## src/rtl/traffic_pkg.sv

```systemverilog
// traffic_pkg: lamp codes, phase and direction types for the phase scheduler
package traffic_pkg;
    localparam logic [2:0] RED = 3'b100;
    localparam logic [2:0] YEL = 3'b010;
    localparam logic [2:0] GRN = 3'b001;
    localparam logic [2:0] OFF = 3'b000;
    typedef enum logic [2:0] {
        A_GREEN, A_YEL, ALL_RED_1, B_GREEN, B_YEL, ALL_RED_2, PED_WALK, FLASH
    } phase_t;
    typedef enum logic {DIR_A, DIR_B} dir_t;
endpackage

```

## src/rtl/phase_timer.sv

```systemverilog
// phase_timer: saturating tick counter cleared on phase entry, e_o = count + 1
module phase_timer (
    input  logic       clk,
    input  logic       reset,
    input  logic       clr_i,
    input  logic       tick_i,
    output logic [7:0] cnt_o,
    output logic [8:0] e_o
);
    logic [7:0] cnt_q, cnt_d;
    assign cnt_o = cnt_q;
    assign e_o   = {1'b0, cnt_q} + 9'd1;
    always_comb cnt_d = clr_i ? 8'd0 : (tick_i && cnt_q != 8'hff) ? cnt_q + 8'd1 : cnt_q;
    always_ff @(posedge clk or posedge reset)
        if (reset) cnt_q <= 8'd0;
        else       cnt_q <= cnt_d;
endmodule

```

## src/rtl/traffic_phase_sched.sv

```systemverilog
// traffic_phase_sched: demand-actuated two-approach phase scheduler with ped walk and night flash
module traffic_phase_sched
    import traffic_pkg::*;
#(
    parameter int unsigned GREEN_MIN = 4,
    parameter int unsigned GREEN_MAX = 8,
    parameter int unsigned YEL_T     = 1,
    parameter int unsigned ALLRED_T  = 1,
    parameter int unsigned WALK_T    = 3
) (
    input  logic       clk,
    input  logic       reset,
    input  logic       tick,
    input  logic       modo,
    input  logic       req_a,
    input  logic       req_b,
    input  logic       ped_req,
    output logic [2:0] A,
    output logic [2:0] B,
    output logic       walk,
    output logic [7:0] timer
);
    localparam logic [8:0] G_MIN = 9'(GREEN_MIN);
    localparam logic [8:0] G_MAX = 9'(GREEN_MAX);
    localparam logic [8:0] Y_T   = 9'(YEL_T);
    localparam logic [8:0] AR_T  = 9'(ALLRED_T);
    localparam logic [8:0] W_T   = 9'(WALK_T);
    phase_t     st_q, st_d, grn_nx;
    dir_t       dir_q, dir_d;
    logic       pend_q, pend_d, fl_q, fl_d, entry, walk_d;
    logic [2:0] a_d, b_d;
    logic [8:0] e;
    phase_timer u_timer (
        .clk    (clk),
        .reset  (reset),
        .clr_i  (entry),
        .tick_i (tick),
        .cnt_o  (timer),
        .e_o    (e)
    );
    assign grn_nx = (dir_q == DIR_A) ? A_GREEN : B_GREEN;
    assign entry  = st_d != st_q;
    always_ff @(posedge clk or posedge reset)
        if (reset) begin
            st_q   <= A_GREEN;
            dir_q  <= DIR_B;
            pend_q <= 1'b0;
            fl_q   <= 1'b0;
        end else begin
            st_q   <= st_d;
            dir_q  <= dir_d;
            pend_q <= pend_d;
            fl_q   <= fl_d;
        end
    always_comb begin
        st_d = st_q;
        case (st_q)
            A_GREEN:   if (tick && (req_b || pend_q) && ((e >= G_MIN && !req_a) || e >= G_MAX)) st_d = A_YEL;
            A_YEL:     if (tick && e == Y_T) st_d = ALL_RED_1;
            B_GREEN:   if (tick && (req_a || pend_q) && ((e >= G_MIN && !req_b) || e >= G_MAX)) st_d = B_YEL;
            B_YEL:     if (tick && e == Y_T) st_d = ALL_RED_2;
            ALL_RED_1,
            ALL_RED_2: if (tick && e == AR_T) st_d = modo ? FLASH : pend_q ? PED_WALK : grn_nx;
            PED_WALK:  if (tick && e == W_T) st_d = grn_nx;
            FLASH:     if (tick && !modo) st_d = ALL_RED_2;
            default:   st_d = A_GREEN;
        endcase
    end
    // next_dir flips on all-red entry, so leaving FLASH via ALL_RED_2 lands on A
    always_comb begin
        dir_d  = (entry && st_d == ALL_RED_1) ? DIR_B : (entry && st_d == ALL_RED_2) ? DIR_A : dir_q;
        pend_d = (entry && st_d == PED_WALK) ? 1'b0 : pend_q | ped_req;
        fl_d   = (st_q != FLASH) ? 1'b0 : tick ? !fl_q : fl_q;
    end
    always_comb begin
        a_d    = (st_d == A_GREEN) ? GRN : (st_d == A_YEL) ? YEL : (st_d == FLASH) ? (fl_d ? OFF : YEL) : RED;
        b_d    = (st_d == B_GREEN) ? GRN : (st_d == B_YEL) ? YEL : (st_d == FLASH) ? (fl_d ? OFF : YEL) : RED;
        walk_d = st_d == PED_WALK;
    end
    always_ff @(posedge clk or posedge reset)
        if (reset) begin
            A    <= GRN;
            B    <= RED;
            walk <= 1'b0;
        end else begin
            A    <= a_d;
            B    <= b_d;
            walk <= walk_d;
        end
endmodule

```

## config.mk

```make
export PLATFORM = sky130hd
export DESIGN_NAME = traffic_phase_sched
export DESIGN_NICKNAME = d
export VERILOG_FILES = /design/src/rtl/traffic_pkg.sv /design/src/rtl/phase_timer.sv /design/src/rtl/traffic_phase_sched.sv
export SDC_FILE = /design/constraint.sdc
export NUM_CORES = 1
export LEC_CHECK = 0
export CAP_MARGIN = 20
export CORE_AREA = 2 2 75 84
export DETAILED_ROUTE_END_ITERATION = 8
export DIE_AREA = 0 0 77 86
export PLACE_DENSITY = 0.47
export SYNTH_ARGS = -nofsm -noshare
export SYNTH_HDL_FRONTEND = slang
export SYNTH_SLANG_ARGS = --single-unit
export TNS_END_PERCENT = 10
```

## constraint.sdc

```tcl
create_clock -name clk -period 2.9 [get_ports clk]
set_clock_uncertainty 0.1 [all_clocks]
set_input_delay 0.58 -clock clk [delete_from_list [all_inputs] [get_ports clk]]
set_output_delay 0.58 -clock clk [all_outputs]
set_load 0.1 [all_outputs]
```

==> impl_metrics.json, run 1 <==
{
  "outcome": "completed",
  "power.leakage_nw": 0.789,
  "clkLatencyLatePin_ps": 260,
  "core_um2": 5730,
  "synth.avg_cell_area_um2": 8.71,
  "critPathLaunchType": "flip-flop",
  "cts.path.max_buffers": 2,
  "portBuffers": 21,
  "htree_levels": 1,
  "min_path_type": "reg -> reg",
  "area_delta_synth_final_pct": 32.6,
  "setup_viol": 0,
  "worst_slew_pin_slew_ps": 419,
  "cts_buffers": 3,
  "antenna_cells": 0,
  "syn_area_um2": 1390,
  "r2r_slack_ps": 200,
  "arrival_ps": 2750,
  "ir_worst_vdd_uv": 562,
  "fillCellCount": 667,
  "synth_common_cells": "nor2_1 (22), dfrtp_1 (18), nand2_1 (13), nand3_1 (13), inv_1 (9)",
  "antenna_found_initial": 0,
  "grt_max_degree": 14,
  "grt.total_usage": 0.114,
  "holdCritStartpoint": "u_timer.cnt_o[6]",
  "wire_per_inst_um": 13.0,
  "yosysMostFrequentCell": "nor2_1",
  "post-route-drc-count": 0,
  "worstReg2RegStart": "u_timer.cnt_o[0]",
  "via_count": 1310,
  "ant_nets": 0,
  "ys.flop_type": "dfrtp_1",
  "async_flop_share": 1.00,
  "drt_iter0_drc": 71,
  "gp_congestion": 0.810,
  "min_period_ps": 2700,
  "synth_edf_count": 0,
  "min_to": "u_timer.cnt_o[6]",
  "p_per_area_nw_per_um2": 1030,
  "synthesis.nets": 170,
  "critPathKind": "reg -> reg",
  "synth_seq_cells": 21,
  "drive_gt1_frac": 0.301,
  "path_clk_slew_ps": 70,
  "slew_headroom": 0.721,
  "start_util": 0.243,
  "final_nets": 207,
  "globalRouteOverflowTotal": 0,
  "cts_tree": "built",
  "netlist.area_leader.share": 0.323,
  "stdcell_count": 273,
  "die_w_um": 77,
  "cts_root_buf": "clkbuf_8",
  "synthTopCellsByArea": "dfrtp_1 (32%), nor2_1 (5.9%), dfstp_2 (5.7%), nand3_1 (4.7%), xor2_1 (3.8%)",
  "drv_cap": 0,
  "viasPerCell": 4.80,
  "endpoint_kind": "flip-flop",
  "firstDrtPassIters": 6,
  "min_period_over_period": 0.932,
  "p_total_mw": 1.91,
  "clkSinkCount": 21,
  "hpwl_um": 2680,
  "whs_path_depth": 1,
  "fp.dieH_um": 86,
  "pin_count": 22,
  "grt_pass1_vias": 1311,
  "fmax_mhz": 370,
  "multiInputGateArea_um2": 840,
  "synth_warnings": 0,
  "critical_path_required_ps": 2950,
  "drv_slew": 0,
  "r2r-end": "B[1]",
  "register_area_um2": 543,
  "synth-seq-area-share": 0.380,
  "critPathMaxFanout": 6,
  "grt_pass1_wl_um": 6040,
  "synth_cell_types": 48,
  "syn_inst": 160,
  "reg2reg_depth": 11,
  "die-area_um2": 6620,
  "rows": 29,
  "placed_cells": 268,
  "finalHoldViolCount": 0,
  "rsz0062_at_grt": "no",
  "drt-total-wl_um": 3540,
  "yosysTopAreaCell": "dfrtp_1",
  "final_util": 0.322
}
## flip-flops by register name, indices dropped and copies added, names as in the netlist
register	cells
A	3
B	3
dir_q	1
fl_q	1
pend_q	1
st_q	3
u_timer.cnt_o	8
walk	1
## through the flow
| step | hold slack [ps] | setup TNS (ps) | setup slack [ps] | cell area (µm²) |
|---|---|---|---|---|
| after detailed placement | 428 | -60.1 | -24.2 | 1770 |
| after global placement | 437 | 0 | 16.0 | 1770 |
| final | 436 | 0 | 197 | 1850 |
| after global routing | 465 | 0 | 7.56 | 1850 |
| after CTS | 443 | 0 | 12.8 | 1810 |
| after floorplan | 422 | 0 | 4.81 | 1410 |
## worst max path at each step
| stage | slack, ps | endpoint | start |
|---|---|---|---|
| finish | 200 | B[1] | u_timer.cnt_o[0] |
| global route | 8 | dir_q | u_timer.cnt_o[0] |
| CTS | 10 | B[1] | u_timer.cnt_o[0] |
| detailed placement | -20 | pend_q | tick |
| global placement | 20 | pend_q | tick |
| floorplan | 5 | B[1] | u_timer.cnt_o[0] |
## critical path, cell delays in order (launching register included)
cell	delay (ps)
dfrtp_4	410
ha_2	250
and4_1	280
nand4_1	160
nand3_4	120
buf_4	140
a41o_1	180
o21ai_1	100
a2111oi_4	410
inv_2	110
and3_1	170
o21a_1	160
## placed cells by master (no fill, tap or decap), types with 2 or more instances in the layout
cell type        netlist  routed
clkdlybuf4s50_1        0       6
dfrtp_2                0       5
o21ai_0                4       4
nand4_1                4       4
nand3_1               13      11
mux2i_1                3       2
nor2b_1                2       2
buf_4                  0      30
nand3_2                0       2
or2_2                  2       2
and3_1                 4       4
ha_1                   3       2
nand2b_1               3       3
dfstp_2                3       3
dfrtp_4                0       2
nand3b_1               3       3
a31oi_1                3       3
o31a_1                 2       2
xnor2_1                2       2
clkbuf_8               0       3
nor2_1                22      22
nor4_1                 2       2
inv_1                  9       9
o21a_1                 3       3
nor3_1                 3       3
a21oi_1                6       6
dfrtp_1               18      11
xor2_1                 6       6
nand2_1               13      13
## per-layer routing
metal,global-route usage,share of wire,vias up
met3,0.0116,0.028,6
met2,0.184,0.47,34
met4,0.0536,0.024,0
li1,-,-,644
met5,0,0,-
met1,0.153,0.48,626
## cell type report
class                   instances  area share
multi-input cells             125       0.454
flip-flops and latches         21       0.294
repair buffers                 36       0.154
well taps                      77      0.0521
clock buffers                   3      0.0223
inverters                      10      0.0203
clock inverters                 1     0.00271
## kinds of logic (layout without fill, tap and decap cells)
kind of cell | after synthesis | after routing | synth area share
AOI/OAI and AO/OA | 32 | 32 | 0.183
xor gates and xnor gates | 8 | 8 | 0.0503
adders and majority gates | 3 | 3 | 0.0269
buffers and inverters | 14 | 50 | 0.0386
DFF | 21 | 21 | 0.380
muxes | 3 | 3 | 0.0215
and+or+nand+nor | 79 | 79 | 0.300
## power breakdown
part	switching, mW	total (mW)	internal [mW]
Combinational	0.808	1.23	0.427
Clock	0.0916	0.187	0.0955
Sequential	0.0920	0.489	0.397
## what timing repair did
action / 4_1_cts / 5_1_grt
setup buffers: 0 / 1
setup endpoints to repair: 0 / 17
hold buffers: 0 / 0
gates resized for setup: 0 / 5
No activity file was read; power rests on OpenSTA's default activity.
==> run 2: changes to the inputs <==
--- a/config.mk
+++ b/config.mk
@@ -5,10 +5,11 @@
 export SDC_FILE = /design/constraint.sdc
 export NUM_CORES = 1
 export LEC_CHECK = 0
+export ABC_AREA = 1
 export CAP_MARGIN = 20
-export CORE_AREA = 2 2 75 84
+export CORE_AREA = 2 2 81 91
 export DETAILED_ROUTE_END_ITERATION = 8
-export DIE_AREA = 0 0 77 86
+export DIE_AREA = 0 0 83 93
 export PLACE_DENSITY = 0.47
 export SYNTH_ARGS = -nofsm -noshare
 export SYNTH_HDL_FRONTEND = slang
==> run 2 against run 1 <==
Synthesized cell count rose by 47%. Sequential cell count did not move. Final cell count up 27%.
==> impl_metrics.json, run 2 <==
{
  "outcome": "completed",
  "critPathMaxFanout": 7,
  "path_clk_slew_ps": 90,
  "mostFrequentLayoutCell": "nand2_1",
  "synthTopCellsByArea": "dfrtp_1 (27%), nand2_1 (15%), nand3_1 (7.9%), inv_1 (5.9%), nor2_1 (5.0%)",
  "fin_area_um2": 2000,
  "syn_inst": 235,
  "core_um2": 6850,
  "syn_area_um2": 1650,
  "drt-total-wl_um": 4200,
  "max_stage_delay_ps": 430,
  "clkSinkCount": 21,
  "cts_tree": "built",
  "placed_cells": 343,
  "start_util": 0.241,
  "ant_nets": 0,
  "cts_hold_buffers": 0,
  "fp.dieH_um": 93,
  "postCtsSetupBuffers": 0,
  "die-area_um2": 7720,
  "crit_buf_inv": 1,
  "grt_use_met2": 0.203,
  "stdcell_count": 347,
  "path_cells": "ha_2 -> nand2_1 -> nor2_2 -> nand2_1 -> nand2_1 -> nand2_2 -> nor2_4 -> nand3_2 -> a21oi_1 -> nand2_1 -> nor2_1 -> nand3_2 -> inv_1 -> nand3_1 -> nor2_1 -> nor2_1",
  "drv_cap": 0,
  "cts_buffers": 3,
  "grt-busiest-layer": "met2",
  "antenna_cells": 0,
  "rsz0062_at_grt": "no",
  "portBuffers": 21,
  "worst_slew_pin_slew_ps": 572,
  "endpoint_kind": "flip-flop",
  "placed_area_um2": 1950,
  "grt_pass1_vias": 1492,
  "reg2reg_depth": 16,
  "rows": 32,
  "cts_root_buf": "clkbuf_8",
  "worst_path_dominant_cell_family": "simple AND/OR/NAND/NOR gates",
  "synth_edf_count": 0,
  "antenna_found_initial": 0,
  "post-route-drc-count": 0,
  "critPathKind": "reg -> reg",
  "synth.avg_cell_area_um2": 7.02,
  "synthesis.nets": 245,
  "wire_per_inst_um": 12.1,
  "min_period_ps": 2640,
  "globalRouteOverflowTotal": 0,
  "setup_viol": 0,
  "arrival_ps": 2710,
  "die_w_um": 83,
  "yosysTopAreaCell": "dfrtp_1",
  "tns_ps": 0,
  "viasPerCell": 4.47,
  "min_path_type": "reg -> reg",
  "synth_cell_types": 30,
  "grtUsageMet3": 0.0168,
  "r2r-end": "pend_q",
  "layout_setup_ws_ps": 263,
  "slew_headroom": 0.618,
  "met1_usage": 0.139,
  "min_period_over_period": 0.909,
  "place_ws_ps": 60.1,
  "synth_warnings": 0,
  "finalHoldViolCount": 0,
  "netlist.area_leader.share": 0.273,
  "crit_slowest_cell": "dfrtp_2",
  "drive_gt1_frac": 0.256,
  "firstDrtPassIters": 4,
  "clkLatencyLatePin_ps": 270,
  "final_cell_mix": "nand2_1 (68), inv_1 (26), nand3_1 (26)",
  "via_count": 1551,
  "fmax_mhz": 379,
  "gp_congestion": 0.834,
  "synth-seq-area-share": 0.321,
  "drt_iter0_drc": 62,
  "cts.path.max_buffers": 2,
  "grt_pass1_wl_um": 7090,
  "drv_slew": 0,
  "yosysMostFrequentCell": "nand2_1",
  "area_delta_synth_final_pct": 21.5,
  "pin_count": 22,
  "post_cts_resized": 0,
  "worstReg2RegStart": "u_timer.cnt_o[1]",
  "htree_levels": 1,
  "grt_max_degree": 16,
  "hpwl_um": 3390,
  "synth_common_cells": "nand2_1 (68), inv_1 (26), nand3_1 (26)",
  "holdCritStartpoint": "dir_q",
  "async_flop_share": 1.00,
  "final_nets": 273,
  "whs_path_depth": 2,
  "synth_seq_cells": 21,
  "r2r_slack_ps": 260,
  "largest_reg_flops": 8,
  "cp_common_cell": "nand2_1",
  "grt.total_usage": 0.113,
  "min_to": "dir_q",
  "ys.flop_type": "dfrtp_1",
  "critical_path_required_ps": 2980,
  "critPathLaunchType": "flip-flop"
}
run 2: layout make-up:
type	count	area [µm²]
flip-flops and latches	21	532
clock buffers	3	41.3
well taps	85	106
inverters	30	113
fillers	752	4840
multi-input cells	182	1000
repair buffers	25	203
clock inverters	1	7.51
run 2: worst max-delay path by stage:
stage / startpoint / end / slack [ps] / cells after the start
after global placement: tick / pend_q / -30 / 12
final: u_timer.cnt_o[1] / pend_q / 260 / 16
after global routing: u_timer.cnt_o[1] / pend_q / 10 / 16
after CTS: u_timer.cnt_o[1] / pend_q / 160 / 15
after floorplan: u_timer.cnt_o[2] / u_timer.cnt_o[6] / 20 / 17
after detailed placement: tick / pend_q / 60 / 12
run 2: cells by family after synthesis:
kind of cell,after synthesis,synth area share
AO/OA/AOI/OAI,15,0.0554
XOR/XNOR,2,0.0152
adder cells (fa/ha/maj),3,0.0228
buffers and inverters,32,0.0751
flip-flops,21,0.321
AND/OR/NAND/NOR,162,0.511
run 2: stage by stage:
stage               hold slack (ps)   util
floorplan                       349      -
global placement                366  0.285
detailed placement              384  0.285
CTS                             397  0.292
global route                    414  0.293
finish                          393  0.293
run 2: layer usage:
layer / wire length [µm] / up-vias / share of wire
li1: - / 802 / -
met1: 1910 / 724 / 0.45
met2: 2120 / 21 / 0.51
met3: 117 / 4 / 0.028
met4: 53 / 0 / 0.013
met5: 0 / - / 0
run 2: worst min-delay path, delay by kind of cell, from the launching register on:
family	cells	cell delay, ps
AND/OR/NAND/NOR	2	110
flip-flops	1	390
Power of run 2 is left out: the tool's default activity adds up to more than one toggle a clock period on the data nets, which glitch-free logic cannot reach.
==> run 3: changes to the inputs <==
--- a/config.mk
+++ b/config.mk
@@ -7,10 +7,10 @@
 export LEC_CHECK = 0
 export ABC_AREA = 1
 export CAP_MARGIN = 20
-export CORE_AREA = 2 2 81 91
+export CORE_AREA = 2 2 72 81
 export DETAILED_ROUTE_END_ITERATION = 8
-export DIE_AREA = 0 0 83 93
-export PLACE_DENSITY = 0.47
+export DIE_AREA = 0 0 74 83
+export PLACE_DENSITY = 0.55
 export SYNTH_ARGS = -nofsm -noshare
 export SYNTH_HDL_FRONTEND = slang
 export SYNTH_SLANG_ARGS = --single-unit
==> run 3 against run 2 <==
Wire length fell by 9.7%. First-iteration DRC count rose by 4.8%. Global-route usage rose by 2.0 points. Final cell count fell by 3.5%. Die area fell by 20%. Via count fell by 2.6%. Hold slack got worse by 7.0 ps. Fmax rose by 0.37%. Clock-buffer cell count did not move. Sequential cell count did not move. Critical path depth did not move. Critical endpoint unchanged.
==> impl_metrics.json, run 3 (same netlist as run 2, synthesis figures left out) <==
{
  "arrival_ps": 2680,
  "critPathMaxFanout": 7,
  "cts_tree": "built",
  "cts_hold_buffers": 0,
  "cts.path.max_buffers": 2,
  "largest_reg_flops": 8,
  "grt_max_degree": 22,
  "cts_root_buf": "clkbuf_8",
  "worst_slew_pin_slew_ps": 781,
  "critical_path_required_ps": 2960,
  "postCtsSetupBuffers": 0,
  "globalRouteOverflowTotal": 0,
  "min_path_type": "reg -> reg",
  "final_util": 0.373,
  "grt.total_usage": 0.132,
  "post-route-drc-count": 0,
  "viasPerCell": 4.51,
  "cts_buffers": 3,
  "met1_length_um": 1790,
  "final_cell_mix": "nand2_1 (68), inv_1 (26), nand3_1 (26)",
  "outcome": "completed",
  "area_delta_synth_final_pct": 19.7,
  "final_nets": 271,
  "antenna_found_initial": 0,
  "wire_per_inst_um": 11.3,
  "min_period_over_period": 0.906,
  "hpwl_um": 3120,
  "drv_slew": 0,
  "fp.dieH_um": 83,
  "met2WireLength_um": 1900,
  "pin_count": 22,
  "ant_nets": 0,
  "grt_pass1_wl_um": 6550,
  "core_um2": 5290,
  "multiInputGateArea_um2": 1000,
  "rsz0062_at_grt": "no",
  "gp_congestion": 0.838,
  "firstDrtPassIters": 4,
  "path_clk_slew_ps": 80,
  "clkSinkCount": 21,
  "endpoint_kind": "flip-flop",
  "drv_cap": 0,
  "via_count": 1511,
  "htree_levels": 1,
  "setup_viol": 0,
  "drt-total-wl_um": 3790,
  "rows": 28,
  "wl_met3_um": 77,
  "antenna_cells": 0,
  "register_area_um2": 532,
  "fin_area_um2": 1970,
  "slew_headroom": 0.479,
  "finalHoldViolCount": 0,
  "drive_gt1_frac": 0.250,
  "placed_area_um2": 1920,
  "grt_pass1_vias": 1371,
  "die_w_um": 74,
  "mostFrequentLayoutCell": "nand2_1",
  "whs_ps": 386,
  "post_cts_resized": 0,
  "fillCellCount": 550,
  "portBuffers": 21,
  "min_period_ps": 2630,
  "drt_iter0_drc": 65,
  "fmax_mhz": 381,
  "die-area_um2": 6140,
  "critPathKind": "reg -> reg",
  "top_layer_used": "met4",
  "start_util": 0.312,
  "critPathLaunchType": "flip-flop",
  "tns_ps": 0,
  "clkLatencyLatePin_ps": 260
}
run 3: worst paths after layout:
path / slack, ps / end / cells past startpoint / start
min in group asynchronous: 660 / B[0] / 2 / reset
hold / removal: 390 / dir_q / 2 / dir_q
hold reg to reg: 390 / dir_q / 2 / dir_q
max in group asynchronous: 1500 / u_timer.cnt_o[0] / 2 / reset
setup / recovery: 270 / pend_q / 16 / u_timer.cnt_o[1]
setup reg to reg: 270 / pend_q / 16 / u_timer.cnt_o[1]
run 3: layout make-up:
class,count,area share
multi-input cells,182,0.507
clock buffers,3,0.0209
repair buffers,23,0.0951
clock inverters,1,0.00254
inverters,30,0.0571
flip-flops and latches,21,0.269
well taps,75,0.0476
run 3: per-layer routing:
| metal | up-vias | global-route usage |
|---|---|---|
| met5 | - | 0 |
| met4 | 0 | 0.0248 |
| met3 | 2 | 0.0158 |
| met2 | 19 | 0.219 |
| met1 | 691 | 0.184 |
| li1 | 799 | - |
run 3: through the flow:
stage          cells  worst slack, ps
4_1_cts          335              222
5_1_grt          335             36.3
2_1_floorplan    235             15.6
3_3_place_gp     331             58.8
3_5_place_dp     331              121
6_report         335              272
run 3: critical path: stages, from the launching register on:
cell	delay, ps
dfrtp_2	440
ha_2	250
nand2_1	80
nor2_2	140
nand2_1	90
nand2_1	70
nand2_2	80
nor2_4	170
nand3_2	160
a21oi_1	150
nand2_1	60
nor2_1	170
nand3_2	180
inv_1	110
nand3_1	100
nor2_1	120
nor2_1	40
Power of run 3 is left out for the same reason.
